## src/rtl/transaccion_pkg.sv

```systemverilog
// Shared definitions for the transaction layer: default lane/counter sizing
// and the reporting FSM state encoding.
package transaccion_pkg;

  localparam int DEFAULT_NUM_LANES = 4;
  localparam int DEFAULT_CNT_WIDTH = 5;

  typedef enum logic {
    COUNTING  = 1'b0,
    REPORTING = 1'b1
  } state_e;

endpackage

```

## src/rtl/pop_lane_counter.sv

```systemverilog
// Saturating pop tally for one output FIFO lane; init clears it synchronously
// and wins over a same-cycle increment.
module pop_lane_counter
  import transaccion_pkg::*;
#(
  parameter int CNT_WIDTH = DEFAULT_CNT_WIDTH
) (
  input  logic                 clk,
  input  logic                 reset,
  input  logic                 init,
  input  logic                 inc,
  output logic [CNT_WIDTH-1:0] count
);

  localparam logic [CNT_WIDTH-1:0] CNT_MAX = '1;

  always_ff @(posedge clk or posedge reset) begin
    if (reset) begin
      count <= '0;
    end else if (init) begin
      count <= '0;
    end else if (inc && (count != CNT_MAX)) begin
      count <= count + 1'b1;
    end
  end

endmodule

```

## src/rtl/pop_word_counter.sv

```systemverilog
// Per-lane pop tallies for the output FIFOs, with a one-cycle-latency tally
// query that is only answered while the transaction FSM reports idle.
module pop_word_counter
  import transaccion_pkg::*;
#(
  parameter int NUM_LANES = DEFAULT_NUM_LANES,
  parameter int CNT_WIDTH = DEFAULT_CNT_WIDTH,
  localparam int IDX_W    = (NUM_LANES > 1) ? $clog2(NUM_LANES) : 1
) (
  input  logic                 clk,
  input  logic                 reset,
  input  logic                 init,
  input  logic                 idle,
  input  logic [NUM_LANES-1:0] pop,
  input  logic [NUM_LANES-1:0] empty,
  input  logic                 req,
  input  logic [IDX_W-1:0]     idx,
  output logic [CNT_WIDTH-1:0] data,
  output logic                 valid,
  output state_e               state
);

  logic [CNT_WIDTH-1:0] counts [NUM_LANES];
  logic [CNT_WIDTH-1:0] sel_count;
  logic                 report;

  for (genvar i = 0; i < NUM_LANES; i++) begin : g_lane
    pop_lane_counter #(
      .CNT_WIDTH (CNT_WIDTH)
    ) u_cnt (
      .clk   (clk),
      .reset (reset),
      .init  (init),
      .inc   (pop[i] && !empty[i]),
      .count (counts[i])
    );
  end

  // Lanes with no matching index (non power-of-two lane counts) read as 0.
  always_comb begin
    sel_count = '0;
    for (int i = 0; i < NUM_LANES; i++) begin
      if (idx == IDX_W'(i)) sel_count = counts[i];
    end
  end

  // Query protocol: req/idx are sampled each edge with no backpressure; when
  // accepted, valid is high for exactly the following cycle with the tally
  // held before that edge. Unaccepted requests are dropped, never queued.
  assign report = req && idle && (state == REPORTING);

  always_ff @(posedge clk or posedge reset) begin
    if (reset) begin
      state <= COUNTING;
      data  <= '0;
      valid <= 1'b0;
    end else begin
      case (state)
        COUNTING:  if (idle && !init) state <= REPORTING;
        REPORTING: if (!idle || init) state <= COUNTING;
      endcase
      valid <= report;
      if (report) data <= sel_count;
    end
  end

endmodule

```

## config.mk

```make
export PLATFORM = sky130hd
export DESIGN_NAME = pop_word_counter
export DESIGN_NICKNAME = d
export VERILOG_FILES = /design/src/rtl/transaccion_pkg.sv /design/src/rtl/pop_lane_counter.sv /design/src/rtl/pop_word_counter.sv
export SDC_FILE = /design/constraint.sdc
export NUM_CORES = 1
export LEC_CHECK = 0
export CAP_MARGIN = 20
export CORE_ASPECT_RATIO = 2
export CORE_UTILIZATION = 45
export DETAILED_ROUTE_END_ITERATION = 10
export GPL_TIMING_DRIVEN = 0
export PLACE_DENSITY = 0.73
export SKIP_CTS_REPAIR_TIMING = 1
export SLEW_MARGIN = 20
export SYNTH_ARGS = -nofsm -noshare
export SYNTH_HDL_FRONTEND = slang
export SYNTH_SLANG_ARGS = --single-unit
```

## constraint.sdc

```tcl
create_clock -name clk -period 2 [get_ports clk]
set_input_delay 0.2 -clock clk [delete_from_list [all_inputs] [get_ports clk]]
set_output_delay 0.2 -clock clk [all_outputs]
set_load 0.03 [all_outputs]
```

# Word-level counts from Yosys, hierarchy flattened
# Cells that the tools add are included.
# Widths: inputs -> output; s select.
[word_totals] regBits=27 in_bits=15 output_inout_bits=7 wordCells=57
[classes] addsub=4 eq_ne=7 mux=15 n_bitwise=1 n_reduce_logical=23
[ops] cell="$mux 5" count=12
[ops] cell="$add 5x1->5 const B" count=4
[ops] cell="$ne 5x5->1 const B" count=4
[ops] cell="$logic_and 1x1->1" count=11
[ops] cell="$reduce_bool 2->1" count=4
[ops] cell="$logic_not 1->1" count=6
[ops] cell="$eq 2x2->1 const B" count=2
[ops] cell="$eq 2x1->1 const B" count=1
[ops] cell="$logic_not 2->1" count=1
[ops] cell="$mux 1" count=2
[ops] cell="$pmux 1 s2" count=1
[ops] cell="$logic_or 1x1->1" count=1
[ops] cell="$not 1->1" count=1

# Logic depth before layout (Yosys ltp)
# Gate-level depths: netlist of the first run.
[logic_depth] depth_word=5 mapped_depth=6 mapped_depth_nobuf=6

# Modules after synthesis
# From an unflattened synthesis of the first run, not the netlist that was laid out.
[unflattened] cells_unflattened=130 area_unflattened_um2=1466.4
[modules_own_cells] module="pop_lane_counter" n_inst=4 cells_per_inst=26 area_per_inst_um2=261.5 seq_area_each_um2=125.1
[modules_own_cells] module="pop_word_counter" n_inst=1 cells_per_inst=26 area_per_inst_um2=420.4 seq_area_each_um2=175.2

# Least setup slack after synthesis of the first run
# OpenSTA, ideal clock, no wires.
[synth_timing] path_type="register to register" startpoint="register g_lane[0].u_cnt.count[0]" endpoint="register g_lane[0].u_cnt.count[3]" setup_ns=0.125 arrival_ns=1.664 required_time_ns=1.875 setup_slack_ns=0.212 path_stages_with_launch=7 period_less_slack_ns=1.788 path_cell_list="dfrtp_1 ha_1 and3_1 ha_1 nor3b_2 nand4_1 mux2_2"
[synth_via] elab_chain_cells=3 word_cells_on_any_way=6
[synth_rtl] element="start, declared" line_no="pop_lane_counter.sv:12" source="output logic [CNT_WIDTH-1:0] count"
[synth_rtl] element="start signal, assigned" line_no="pop_lane_counter.sv:23" source="count <= count + 1'b1;"
[synth_rtl] element="$add 5x1->5 / $ne 5x5->1 (equally long branches)" line_no="pop_lane_counter.sv:23, pop_lane_counter.sv:22"
[synth_rtl] element="$mux 5 / $logic_and 1x1->1 (equally long branches)" line_no="pop_lane_counter.sv:22" source="end else if (inc && (count != CNT_MAX)) begin"
[synth_rtl] element="$mux 5 / $reduce_bool 2->1 (equally long branches)"
# Parallel ways exist; a longest one is shown, timed or not. The select of a mux whose other input is x is not followed.
# A chain may end at the register's enable or synchronous reset.

# Worst setup path in the final report of the first run
# Same ends and word-level chain as after synthesis.

==> run_results.csv, run 1 <==
group,metric,value,unit
yosys,synth_fp_nets,135,
clocking,cts_sinks,27,
final_layout,post_route_cells_drive_above_1_share,16.9,%
drt,detailedRoute.firstPassIterationCount,4,
setup_path,critPathLaunchType,"register",
final_layout,finish.cell_count_without_fillers,166,
clocking,tritoncts_clock_tree,"built",
grt,grt_first_pass_wirelength,4550,um
grt,grt.total_usage,17.3,%
drt,avgViaCountPerCell,5.66,
yosys,synth_sequential_area_ratio,47.5,%
drt,post_drt_wl_per_cell,16.0,um
yosys,yosys.area.top_type_share,47.5,%
sta,slew_violations,0,
drt,routed_wirelength,2650,um
run_status,result_of_the_run,"completed",
sta,layout_worst_path_cycle_share,96.1,%
worst_hold_path,worst_hold_path_type,"primary input to asynchronous set/reset pin",
clocking,cts_root_buf,"sky130_fd_sc_hd__clkbuf_8",
floorplan,die-width,41.8,um
final_layout,n_antenna_cell,0,
setup_path,cp_top_family,"simple AND/OR/NAND/NOR gates",
setup_path,cell_at_the_slowest_stage_of_the_critical_path,"sky130_fd_sc_hd__dfrtp_1",
setup_path,worst-setup-path-type,"register to register",
power_and_ir_drop,seqPwrFrac,56.5,%
yosys,synth.area.top_cells,"sky130_fd_sc_hd__dfrtp_1 (47%), sky130_fd_sc_hd__mux2_2 (7.1%), sky130_fd_sc_hd__ha_1 (7.0%)",
sta,maxClockFrequency,0.520,GHz
power_and_ir_drop,power_density,592,nW/um2
yosys,synthCells,112,
floorplan,die_height,81.5,um
sta,worst_max_slew_margin_expressed_relative_to_the_limit,62.2,%
job,max_cap_violations,0,
placement,post-place-cells,162,
final_layout,syn_to_final_growth,21.6,%
placement,port_buffers,20,
clocking,insertion_delay,270,ps
yosys,number_of_distinct_standard_cells_referenced_by_the_synthesized_netlist,18,
floorplan,die_area,3400,um2
sta,worst_clock_skew_on_the_final_layout,2.57,ps
setup_path,cp_data_arrival_time,2080,ps
drt,route.vias.total,940,
floorplan,core_region_area,2980,um2
setup_path,path_max_fanout,4,
setup_path,reg2reg_slack,80,ps
sta,grt_setup_unrepaired,"yes",
grt,maximum_number_of_pins_on_one_net_before_global_route_repair,28,
floorplan,floorplan.initialDensity,47.8,%
final_layout,design.final.nets,160,
final_layout,mostFrequentLayoutCell,"sky130_fd_sc_hd__dfrtp_1",
drt,drcViolationCount,0,
setup_path,required,2160,ps
grt,antenna_violations_before_repair,0,
clocking,cts_inserted_buffers,3,
sta,final_hold_viol_count,0,
floorplan,std_cell_rows,28,
clocking,cts.reportedPaths.clkPinSlew,80,ps
power_and_ir_drop,clkPwrFrac,29.3,%
power_and_ir_drop,power.total,0.00102,W
grt,grt_pass1_vias,992,
placement,final_weighted_congestion_in_routability_driven_placement,0.800,
sta,report.final.setup_viol,0,
power_and_ir_drop,total_switching_power,0.000242,W
yosys,syn_area,1420,um2
sta,timing.final.crit_period,1920,ps
setup_path,critical_path_buf_inv_count,0,
yosys,post_synth.cell_area_avg,12.7,um2
yosys,ys_ff_latch,27,
setup_path,crit_path_cell_trace,"ha_1, and3_1, ha_1, nor3b_4, nand4_1, mux2_2",
power_and_ir_drop,p_sw_share,23.7,%
setup_path,timing.critical_path.mode_cell,"sky130_fd_sc_hd__ha_1",
yosys,synth.largest_area_cell,"sky130_fd_sc_hd__dfrtp_1",
power_and_ir_drop,cell_internal_pwr,0.000782,W
clocking,clk_path_buf_depth,2,
final_layout,most-common-layout-cells,"sky130_fd_sc_hd__dfrtp_1 (27), sky130_fd_sc_hd__nor2_1 (20), sky130_fd_sc_hd__clkdlybuf4s50_1 (20)",
setup_path,end_kind,"register",
drt,drt-initial-drc-count,16,
yosys,total_number_of_yosys_warnings,0,
setup_path,critical_path.reg2reg.startpoint,"g_lane[0].u_cnt.count[0]$_DFFE_PP0P_",
setup_path,critical_path.max_stage_delay,440,ps
drt,final_antenna_net_count,0,
setup_path,reg2reg_to,"g_lane[0].u_cnt.count[3]$_DFFE_PP0P_",
sta,timing_worst_slew_pin_value,566,ps
power_and_ir_drop,power.leakage,0.813,nW
power_and_ir_drop,ir_worst_vdd,0.624,mV
clocking,cts.htree.levels,1,
power_and_ir_drop,comb_power_share,14.2,%
setup_path,worstRegToRegCells,6,
floorplan,io_pins,22,
grt,gr-total-overflow,0,
==> layer usage <==
| layer | GRT usage (%) | share of wire [%] | vias to the layer above | wire length [um] |
|---|---|---|---|---|
| li1 | - | - | 447 | - |
| met1 | 17.6 | 37 | 473 | 978 |
| met2 | 35.8 | 60 | 18 | 1580 |
| met3 | 1.76 | 2.5 | 2 | 67 |
| met4 | 4.84 | 0.87 | 0 | 23 |
| met5 | 0 | 0 | - | 0 |
==> final cells by class <==
class / count / area, um2
clock buffers: 4 / 45.0
flip-flops and latches: 27 / 676
repair buffers: 20 / 200
plain buffers: 3 / 20.0
multi-input cells: 80 / 744
fillers: 258 / 1250
inverters: 2 / 7.51
well taps: 30 / 37.5
==> kinds of logic after synthesis <==
group / synth area share, %
simple gates: 17.7
xor+xnor: 4.93
flops: 47.5
fa+ha+maj: 7.04
mux: 20.9
buf+inv: 1.93
==> synth_stat cells <==
| library cell | n |
|---|---|
| sky130_fd_sc_hd__xnor2_1 | 8 |
| sky130_fd_sc_hd__nand3_1 | 1 |
| sky130_fd_sc_hd__mux2_2 | 9 |
| sky130_fd_sc_hd__nor4bb_1 | 4 |
| sky130_fd_sc_hd__nand4_1 | 4 |
| sky130_fd_sc_hd__dfrtp_1 | 27 |
| sky130_fd_sc_hd__nor2b_1 | 5 |
| sky130_fd_sc_hd__nor3b_2 | 4 |
| sky130_fd_sc_hd__buf_6 | 1 |
| sky130_fd_sc_hd__nor2_1 | 20 |
| sky130_fd_sc_hd__ha_1 | 8 |
| sky130_fd_sc_hd__mux4_1 | 1 |
| sky130_fd_sc_hd__mux2i_1 | 8 |
| sky130_fd_sc_hd__and3_1 | 4 |
| sky130_fd_sc_hd__mux4_2 | 4 |
| sky130_fd_sc_hd__buf_2 | 1 |
| sky130_fd_sc_hd__clkbuf_1 | 1 |
| sky130_fd_sc_hd__inv_1 | 2 |
==> registers in the layout (all words and copies together), names as in the netlist <==
name and cells:
g_lane.u_cnt.count 20, data 5, state 1, valid 1
==> worst max path at each step <==
| stage | slack (ps) | cells past startpoint | end | start |
|---|---|---|---|---|
| finish | 80 | 6 | g_lane[0].u_cnt.count[3]$_DFFE_PP0P_ | g_lane[0].u_cnt.count[0]$_DFFE_PP0P_ |
| detailed placement | 20 | 6 | g_lane[0].u_cnt.count[3]$_DFFE_PP0P_ | g_lane[0].u_cnt.count[0]$_DFFE_PP0P_ |
| CTS | 10 | 6 | g_lane[0].u_cnt.count[3]$_DFFE_PP0P_ | g_lane[0].u_cnt.count[0]$_DFFE_PP0P_ |
| floorplan | 210 | 6 | g_lane[0].u_cnt.count[3]$_DFFE_PP0P_ | g_lane[0].u_cnt.count[0]$_DFFE_PP0P_ |
| global route | -20 | 6 | g_lane[0].u_cnt.count[3]$_DFFE_PP0P_ | g_lane[0].u_cnt.count[0]$_DFFE_PP0P_ |
| global placement | 90 | 6 | g_lane[2].u_cnt.count[3]$_DFFE_PP0P_ | g_lane[2].u_cnt.count[0]$_DFFE_PP0P_ |
==> power groups by stage <==
stage          combinational (W)  sequential (W)  clock (W)
2_1_floorplan          0.0000685        0.000599          0
3_3_place_gp            0.000137        0.000589          0
3_5_place_dp            0.000141        0.000589          0
4_1_cts                 0.000142        0.000578   0.000310
5_1_grt                 0.000159        0.000581   0.000324
6_report                0.000146        0.000578   0.000300
==> worst reg2reg max path, stage by stage (launching register included) <==
cell and delay (ps):
sky130_fd_sc_hd__dfrtp_1 440, sky130_fd_sc_hd__ha_1 230, sky130_fd_sc_hd__and3_1 200, sky130_fd_sc_hd__ha_1 220
sky130_fd_sc_hd__nor3b_4 290, sky130_fd_sc_hd__nand4_1 150, sky130_fd_sc_hd__mux2_2 280
==> metrics by stage <==
stage	hold slack (ps)	TNS, ps	worst slack [ps]	cell area, um2	util [%]
final	302	0	77.7	1730	58.1
after global routing	365	-24.8	-24.8	1730	58.1
after CTS	342	0	10.7	1710	57.3
after detailed placement	493	0	21.0	1660	55.8
after global placement	488	0	85.7	1660	55.8
after floorplan	253	0	212	1420	-
Note: power is estimated with default switching activity, not from simulation.
==> inputs of run 2 (changes only) <==
Settings changed: PLACE_DENSITY 0.73 to 0.72.
==> run 2 against run 1 <==
Against the previous run: maximum frequency is 1.3% lower; hold slack worse by 22 ps; highest routed layer unchanged; non-clock buffer count rose by 2; cell count rose by 1.2%; global-route usage rose by 0.97 points; worst setup slack worse by 25 ps; critical endpoint is now g_lane[3].u_cnt.count[3]$_DFFE_PP0P_; count of clock-buffer cells in the layout decreased by 1.
==> run_results.csv, run 2 (synthesis results as in run 1) <==
group,metric,value,unit
run_status,result_of_the_run,"completed",
power_and_ir_drop,clkPwrFrac,29.6,%
setup_path,worst-setup-path-type,"register to register",
drt,route.layer.met1.wl,944,um
clocking,insertion_delay,280,ps
floorplan,std_cell_rows,28,
clocking,cts_sinks,27,
grt,grt_first_pass_wirelength,4710,um
sta,maxClockFrequency,0.514,GHz
floorplan,die-width,41.8,um
sta,report.final.setup_viol,0,
placement,port_buffers,20,
sta,worst_clock_skew_on_the_final_layout,2.90,ps
final_layout,layout_top_registers,"g_lane.u_cnt.count: 20 flops, data: 5 flops",
clocking,tritoncts_clock_tree,"built",
power_and_ir_drop,comb_power_share,14.4,%
drt,met3RoutedLength,66,um
floorplan,die_height,81.5,um
sta,timing_worst_slew_pin_value,548,ps
placement,final_weighted_congestion_in_routability_driven_placement,0.784,
sta,layout_worst_path_cycle_share,97.4,%
clocking,clk_path_buf_depth,2,
power_and_ir_drop,power.leakage,0.826,nW
power_and_ir_drop,cell_internal_pwr,0.000782,W
grt,antenna_violations_before_repair,0,
sta,timing.final.ws_setup,52.7,ps
clocking,cts.reportedPaths.clkPinSlew,90,ps
final_layout,mostFrequentLayoutCell,"sky130_fd_sc_hd__dfrtp_1",
drt,detailedRoute.firstPassIterationCount,4,
floorplan,floorplan.initialDensity,47.8,%
final_layout,syn_to_final_growth,22.8,%
floorplan,io_pins,22,
final_layout,post_route_cells_drive_above_1_share,18.8,%
grt,gr-total-overflow,0,
sta,whs,280,ps
sta,timing.final.crit_period,1950,ps
final_layout,most-common-layout-cells,"sky130_fd_sc_hd__dfrtp_1 (27), sky130_fd_sc_hd__nor2_1 (20), sky130_fd_sc_hd__clkdlybuf4s50_1 (20)",
power_and_ir_drop,ir_worst_vdd,0.444,mV
drt,final_antenna_net_count,0,
final_layout,n_antenna_cell,0,
worst_hold_path,worst_hold_path_type,"primary input to asynchronous set/reset pin",
setup_path,critical_path.reg2reg.startpoint,"g_lane[3].u_cnt.count[0]$_DFFE_PP0P_",
floorplan,core_region_area,2980,um2
power_and_ir_drop,total_switching_power,0.000254,W
grt,grt_pass1_vias,1053,
final_layout,largest_register_ffs,20,
clocking,cts.htree.levels,1,
floorplan,die_area,3400,um2
setup_path,worstRegToRegCells,6,
grt,grt.total_usage,18.3,%
drt,drcViolationCount,0,
sta,slew_violations,0,
setup_path,cp_data_arrival_time,2110,ps
job,max_cap_violations,0,
drt,post_drt_wl_per_cell,16.4,um
power_and_ir_drop,p_sw_share,24.5,%
setup_path,reg2reg_slack,50,ps
power_and_ir_drop,power_density,593,nW/um2
drt,drt-initial-drc-count,15,
final_layout,largest-register,"g_lane.u_cnt.count",
final_layout,design.final.nets,162,
setup_path,path_max_fanout,4,
grt,maximum_number_of_pins_on_one_net_before_global_route_repair,28,
drt,routed-wl-met2,1670,um
setup_path,required,2170,ps
sta,worst_max_slew_margin_expressed_relative_to_the_limit,63.4,%
clocking,cts_inserted_buffers,3,
drt,routed_wirelength,2750,um
clocking,cts_root_buf,"sky130_fd_sc_hd__clkbuf_8",
drt,route.vias.total,975,
sta,grt_setup_unrepaired,"yes",
setup_path,end_kind,"register",
placement,preCtsSetupSlack,5.43,ps
setup_path,reg2reg_to,"g_lane[3].u_cnt.count[3]$_DFFE_PP0P_",
sta,final_hold_viol_count,0,
placement,hpwlAfterDp,2160,um
drt,avgViaCountPerCell,5.80,
drt,top_layer_used,"met4",
power_and_ir_drop,seqPwrFrac,56.0,%
setup_path,critPathLaunchType,"register",
==> run 2: cell count changes in the layout (fill, tap and decap cells not counted), sizes merged <==
cell,previous run,this run
buf,2,4
clkbuf,5,4
clkinv,0,1
==> run 2: cell type report <==
type | instances | area (um2)
inverters | 2 | 7.51
well taps | 30 | 37.5
repair buffers | 22 | 215
flip-flops and latches | 27 | 676
plain buffers | 3 | 20.0
clock buffers | 3 | 41.3
clock inverters | 1 | 5.00
fillers | 273 | 1230
multi-input cells | 80 | 744
==> run 2: worst max-delay path, stage by stage (launching register included) <==
cell and delay [ps]:
sky130_fd_sc_hd__dfrtp_1 440, sky130_fd_sc_hd__ha_1 250, sky130_fd_sc_hd__and3_1 200, sky130_fd_sc_hd__ha_1 230
sky130_fd_sc_hd__nor3b_4 300, sky130_fd_sc_hd__nand4_1 140, sky130_fd_sc_hd__mux2_2 280
==> run 2: per-layer routing <==
| metal | GRT usage [%] | vias to the layer above |
|---|---|---|
| met4 | 8.71 | 0 |
| met2 | 37.2 | 21 |
| li1 | - | 454 |
| met3 | 1.54 | 7 |
| met5 | 0 | - |
| met1 | 17.7 | 493 |
==> run 2: worst max path at each step <==
stage	from	end	slack, ps	cells after the start
after floorplan	g_lane[0].u_cnt.count[0]$_DFFE_PP0P_	g_lane[0].u_cnt.count[3]$_DFFE_PP0P_	210	6
after global placement	g_lane[2].u_cnt.count[0]$_DFFE_PP0P_	g_lane[2].u_cnt.count[3]$_DFFE_PP0P_	90	6
after detailed placement	g_lane[3].u_cnt.count[0]$_DFFE_PP0P_	g_lane[3].u_cnt.count[3]$_DFFE_PP0P_	5	6
after CTS	g_lane[3].u_cnt.count[0]$_DFFE_PP0P_	g_lane[3].u_cnt.count[3]$_DFFE_PP0P_	-8	6
after global routing	g_lane[3].u_cnt.count[0]$_DFFE_PP0P_	g_lane[3].u_cnt.count[3]$_DFFE_PP0P_	-20	6
final	g_lane[3].u_cnt.count[0]$_DFFE_PP0P_	g_lane[3].u_cnt.count[3]$_DFFE_PP0P_	50	6
==> run 2: metrics by stage <==
step	cells	util [%]	setup TNS (ps)	instance area (um2)	total power (W)
2_1_floorplan	112	-	0	1420	0.000668
3_3_place_gp	162	55.8	0	1660	0.000726
3_5_place_dp	162	55.8	0	1660	0.000732
4_1_cts	166	57.3	-7.72	1710	0.00103
5_1_grt	168	58.7	-23.1	1750	0.00107
6_report	168	58.7	0	1750	0.00104
==> run 2: power by group through the flow <==
stage	Combinational (W)	Sequential [W]	Clock, W
final	0.000149	0.000580	0.000307
after global routing	0.000161	0.000582	0.000328
after CTS	0.000142	0.000580	0.000309
after detailed placement	0.000141	0.000591	0
after global placement	0.000137	0.000589	0
after floorplan	0.0000685	0.000599	0
